===== src/rtl/rr_onehot_arbiter.sv =====
// Round-robin arbiter for 8 requesters. It drives a registered one-hot grant and enable into a downstream 8-to-3 encoder.
// A hold limit revokes any grant that stays high for MAX_HOLD cycles, and each release is followed by one dead cycle.
module rr_onehot_arbiter #(
  parameter int MAX_HOLD = 16,
  parameter int HOLD_W   = 5
) (
  input  logic       clk,
  input  logic       rst,
  input  logic [7:0] req,
  input  logic       done,
  output logic [7:0] grant,
  output logic       en,
  output logic       timeout
);

  typedef enum logic {IDLE, GRANT} state_t;

  localparam logic [HOLD_W-1:0] HOLD_LAST = HOLD_W'(MAX_HOLD - 1);

  state_t            state_q;
  logic [2:0]        ptr_q;
  logic [2:0]        gidx_q;
  logic [HOLD_W-1:0] cnt_q;
  logic [HOLD_W-1:0] cnt_d;
  logic [7:0]        grant_q;
  logic              en_q;
  logic              timeout_q;

  logic              sel_vld;
  logic [2:0]        sel_idx;
  logic [2:0]        scan_idx;

  // Walk from the farthest offset back to ptr, so the nearest set bit at or after ptr wins.
  always_comb begin
    sel_vld  = 1'b0;
    sel_idx  = ptr_q;
    scan_idx = ptr_q;
    for (int k = 7; k >= 0; k--) begin
      scan_idx = ptr_q + 3'(k);
      if (req[scan_idx]) begin
        sel_vld = 1'b1;
        sel_idx = scan_idx;
      end
    end
  end

  assign cnt_d = cnt_q + 1'b1;

  always_ff @(posedge clk) begin
    if (rst) begin
      state_q   <= IDLE;
      ptr_q     <= '0;
      gidx_q    <= '0;
      cnt_q     <= '0;
      grant_q   <= '0;
      en_q      <= 1'b0;
      timeout_q <= 1'b0;
    end else begin
      case (state_q)
        IDLE: begin
          timeout_q <= 1'b0;
          if (sel_vld) begin
            grant_q <= 8'b1 << sel_idx;
            en_q    <= 1'b1;
            gidx_q  <= sel_idx;
            cnt_q   <= '0;
            state_q <= GRANT;
          end else begin
            grant_q <= '0;
            en_q    <= 1'b0;
          end
        end
        GRANT: begin
          if (done || !req[gidx_q] || cnt_q == HOLD_LAST) begin
            // A release caused by done or a dropped request takes precedence over the hold limit.
            timeout_q <= !(done || !req[gidx_q]);
            grant_q   <= '0;
            en_q      <= 1'b0;
            ptr_q     <= gidx_q + 3'd1;
            cnt_q     <= '0;
            state_q   <= IDLE;
          end else begin
            cnt_q <= cnt_d;
          end
        end
        default: state_q <= IDLE;
      endcase
    end
  end

  assign grant   = grant_q;
  assign en      = en_q;
  assign timeout = timeout_q;

endmodule


===== config.mk =====
export PLATFORM = sky130hd
export DESIGN_NAME = rr_onehot_arbiter
export DESIGN_NICKNAME = d
export VERILOG_FILES = /design/src/rtl/rr_onehot_arbiter.sv
export SDC_FILE = /design/constraint.sdc
export NUM_CORES = 1
export LEC_CHECK = 0
export ABC_CLOCK_PERIOD_IN_PS = 5110
export BUFFER_PORTS_ARGS = -buffer_cell sky130_fd_sc_hd__buf_2
export CAP_MARGIN = 20
export CORE_ASPECT_RATIO = 1.75
export CORE_MARGIN = 4
export CORE_UTILIZATION = 60
export CTS_BUF_LIST = sky130_fd_sc_hd__clkbuf_2 sky130_fd_sc_hd__clkbuf_4 sky130_fd_sc_hd__clkbuf_8
export CTS_CLUSTER_DIAMETER = 50
export DETAILED_ROUTE_END_ITERATION = 8
export PLACE_DENSITY = 0.82
export SLEW_MARGIN = 40
export SYNTH_ARGS = -nofsm -noshare
export SYNTH_HDL_FRONTEND = slang
export SYNTH_SLANG_ARGS = --single-unit

===== constraint.sdc =====
create_clock -name clk -period 5.11 [get_ports clk]
set_input_delay 0.511 -clock clk [delete_from_list [all_inputs] [get_ports clk]]
set_output_delay 0.511 -clock clk [all_outputs]
set_load 0.03 [all_outputs]

==> results by group <==
Run status
  • Outcome: complete, no violations

Layout
  • Synth-to-layout area growth: 8.316%
  • Nets: 228
  • Post-Layout Cell Count: 239
  • Antenna diodes: 0
  • Final core utilization: 67.55%
  • Fraction of layout cells with a size suffix above 1: 19.91%
  • Design area: around 0.0020 mm^2

Worst hold path
  • Hold_sp: grant[2]
  • WHS Endpoint: grant[2]
  • Worst hold path stage count: 2
  • Hold WC Path Type: reg -> reg

Yosys
  • Sequential fraction of the synthesis area: 24.39%
  • Asr flop ratio synth: 0%
  • Library cells used by synthesis: 44
  • Yosys reg bits: 22
  • Net Count, Synth: around 210
  • Number of enable flip-flop cells after synthesis: 0
  • Primary FF master, synth: dfxtp_1
  • Synth Instances: roughly 200
  • Post-Syn Area per Cell: just over 9 um^2
  • Yosys warns: 0
  • Synth Cell Area: about 0.0018 mm^2

Setup path
  • Worst-path maximum fanout: 17
  • Top delay family on crit path: simple AND/OR/NAND/NOR gates
  • Worst reg-to-reg path cell count: 8
  • Max incr delay on CP: 720 ps
  • Reg2Reg Launch Point: ptr_q[1]
  • Cell Chain, Critical Path: inv_1, ha_1, mux4_2, nor4_1, a31oi_1, nor2b_1, nor3b_1, a32o_1
  • Buf/Inv on CP: 1
  • Kind of start point of the critical path: flip-flop
  • FF-to-FF setup slack: 1400 ps
  • CP Capture Type: flip-flop
  • Slowest-stage cell, CP: dfxtp_1
  • Worst path required time: 5270 ps
  • R2R Path End: grant[6]
  • Setup CP Type: reg -> reg
  • Arrival time worst endpoint: 3870 ps

Pwr
  • Internal Dissipation: 428.7 uW
  • Max IR drop VDD: 0.2915 mV
  • Pwr dens: roughly 380 mW/mm^2
  • Clk network pwr share: about 16%
  • Net Sw Frac: 42.54%
  • Net Sw Power: roughly 320 uW
  • Comb pwr share: 53.6%
  • P_leak: just under 0.0008 uW
  • Sequential cell fraction of total power: 30.0%

Global route
  • Met2 Usage GRT: 46.64%
  • GR Util met3: between 4 and 5%
  • M1 GR Usage: between 20% and 30%
  • Largest net degree at the start of global routing: 22
  • Vias in the first global route: between 1.5k and 2k
  • Antenna violations before repair: 0
  • GRT Total Usage: roughly 25%
  • First-pass GRT wire length: 7610 um
  • Grt total ovfl: 0
  • Top Usage Layer GRT: met2

Floorplan
  • Width of the die: 49.47 um
  • IO Pins: 21
  • Core Rows: 26
  • Core Footprint: 0.002895 mm^2
  • Die height: 80.57 um
  • Die area: roughly 0.004 mm^2
  • Initial Utilization: 62.36%

Place
  • Hpwl dp: approximately 3600 um
  • IO Port Bufs: 20
  • Placed insts: 235
  • Final GP Congestion: 0.9555
  • Post-DP Area: 0.001899 mm^2

Clocking
  • CTS clk-pin slew, worst paths: 80 ps
  • Post-CTS setup buffer count: 0
  • H-tree levels: 1
  • CTS tree: yes
  • CTS Hold Buffers Added: 0
  • CTS Buf Count: 3
  • Sink Count: 22
  • Root buffer cell: clkbuf_8
  • Worst-Skew Late Latency: 260 ps
  • Cts repair resizes: 0
  • CTS Buffer Depth: 2

STA
  • Worst Max-Slew Pin Slew: approximately 760 ps
  • Final Skew: 5.977 ps
  • Final setup fails: 0
  • RSZ-0062 raised after global routing: no
  • TNS Setup: 0 ps
  • Final Max Tran Viols: 0
  • Fin crit period: 3712 ps
  • Period utilisation layout: between 70% and 80%
  • Highest clock rate: around 270 MHz
  • Fin. Hold Viols: 0
  • Slew margin rel.: between 40% and 50%

Drt
  • Drt wl/cell: 18.82 um
  • ANT nets after route: 0
  • # DRC: 0
  • Vias/cell: 6.858
  • Starting DRT DRC Count: 45
  • Wirelength, routed: roughly 4500 um
  • Routed vias: 1639
  • Pre-Repair DR Iteration Count: 4

Flow run
  • Max cap viols: 0
## sequential cells by signal (all words and copies together), names as in the netlist
| register | cells |
|---|---|
| en | 1 |
| gidx_q | 3 |
| grant | 8 |
| ptr_q | 3 |
| state_q | 1 |
| cnt_q | 5 |
| timeout | 1 |
## per-layer routing
metal	share of wire [%]	routed length, um	up-vias
li1	-	-	777
met1	34	1535	775
met2	55	2458	60
met3	4.2	190	27
met4	7.0	314	0
met5	0	0	-
## cell families after synthesis
group           count (synthesis)  share of synthesized area (%)
mux                            31                          28.76
fa+ha+maj                       5                          3.465
xor+xnor                        9                          4.366
buf+inv                        17                          4.366
simple gates                   62                          16.08
compound gates                 49                          18.57
flops                          22                          24.39
## power by group through the flow
stage / clock network, uW / registers, uW / logic [uW]
final: 122 / 224 / 400
after CTS: 124 / 223 / 396
after detailed placement: 0 / 228 / 394
after floorplan: 0 / 231 / 303
after global routing: 132 / 228 / 439
after global placement: 0 / 225 / 386
## cell usage after synthesis, drive strengths merged, types with 3 or more instances
library cell | count | area (um^2)
nor2 | 25 | 93.84
dfxtp | 22 | 440.4
mux4 | 14 | 341.6
nand2 | 14 | 52.55
a21oi | 12 | 63.81
mux2i | 11 | 110.1
inv | 8 | 30.03
o21ai | 8 | 40.03
xnor2 | 7 | 61.31
buf | 6 | 37.53
mux2 | 6 | 67.56
ha | 5 | 62.56
nor3 | 5 | 25.02
o31ai | 5 | 37.54
a21o | 4 | 30.03
a31oi | 4 | 25.02
a32o | 4 | 40.04
nor2b | 4 | 25.02
a211oi | 3 | 22.52
clkbuf | 3 | 11.26
nand2b | 3 | 18.77
## how the worst max path moves through the flow
stage	from	endpoint	depth (start not counted)	slack [ps]
2_1_floorplan	ptr_q[1]	grant[4]	11	1840
4_1_cts	ptr_q[1]	grant[6]	8	1440
6_report	ptr_q[1]	grant[6]	8	1400
5_1_grt	ptr_q[1]	grant[6]	8	1050
3_3_place_gp	ptr_q[1]	grant[6]	8	1610
3_5_place_dp	ptr_q[1]	grant[6]	8	1450
## layout make-up
cell class                      instances  area [um^2]
Clock buffer                            4        55.05
Multi-Input combinational cell        156         1286
Tap cell                               28        35.03
Inverter                                8        30.03
Sequential cell                        22        441.7
Fill cell                             222        939.7
Timing Repair Buffer                   21        107.6
## per-stage QoR
stage               setup slack (ps)  hold slack (ps)  total power [uW]
CTS                             1437            463.7             743.3
global placement                1613            443.3             611.7
floorplan                       1836            465.4             534.0
global route                    1054            491.8             799.6
finish                          1398            460.0             746.0
detailed placement              1448            446.1             622.0
## cells in the final DEF, fill, tap and decap left out, types with 2 or more instances in the layout
| master | n |
|---|---|
| a211oi_1 | 3 |
| a32oi_1 | 2 |
| or3_1 | 2 |
| mux2i_1 | 11 |
| nor2_1 | 25 |
| buf_2 | 20 |
| mux2_2 | 6 |
| nand2b_1 | 3 |
| mux4_1 | 7 |
| nand2_1 | 14 |
| xnor2_1 | 7 |
| nor2b_1 | 4 |
| o21ai_0 | 7 |
| a21oi_1 | 11 |
| nand3_1 | 2 |
| a32o_1 | 4 |
| inv_1 | 7 |
| clkbuf_8 | 4 |
| a21o_1 | 4 |
| a31oi_1 | 4 |
| o31ai_1 | 5 |
| nor3_1 | 5 |
| mux4_2 | 7 |
| nor3b_1 | 2 |
| dfxtp_1 | 21 |
| a22oi_1 | 2 |
| ha_1 | 5 |
| xor2_1 | 2 |
## worst register-to-register path: stages, from the launching register on
cell and delay [ps]:
dfxtp_1 720, inv_1 240, ha_1 510, mux4_2 640, nor4_1 430, a31oi_1 360
nor2b_1 250, nor3b_1 180, a32o_1 300
(Power assumes the default switching activity.)
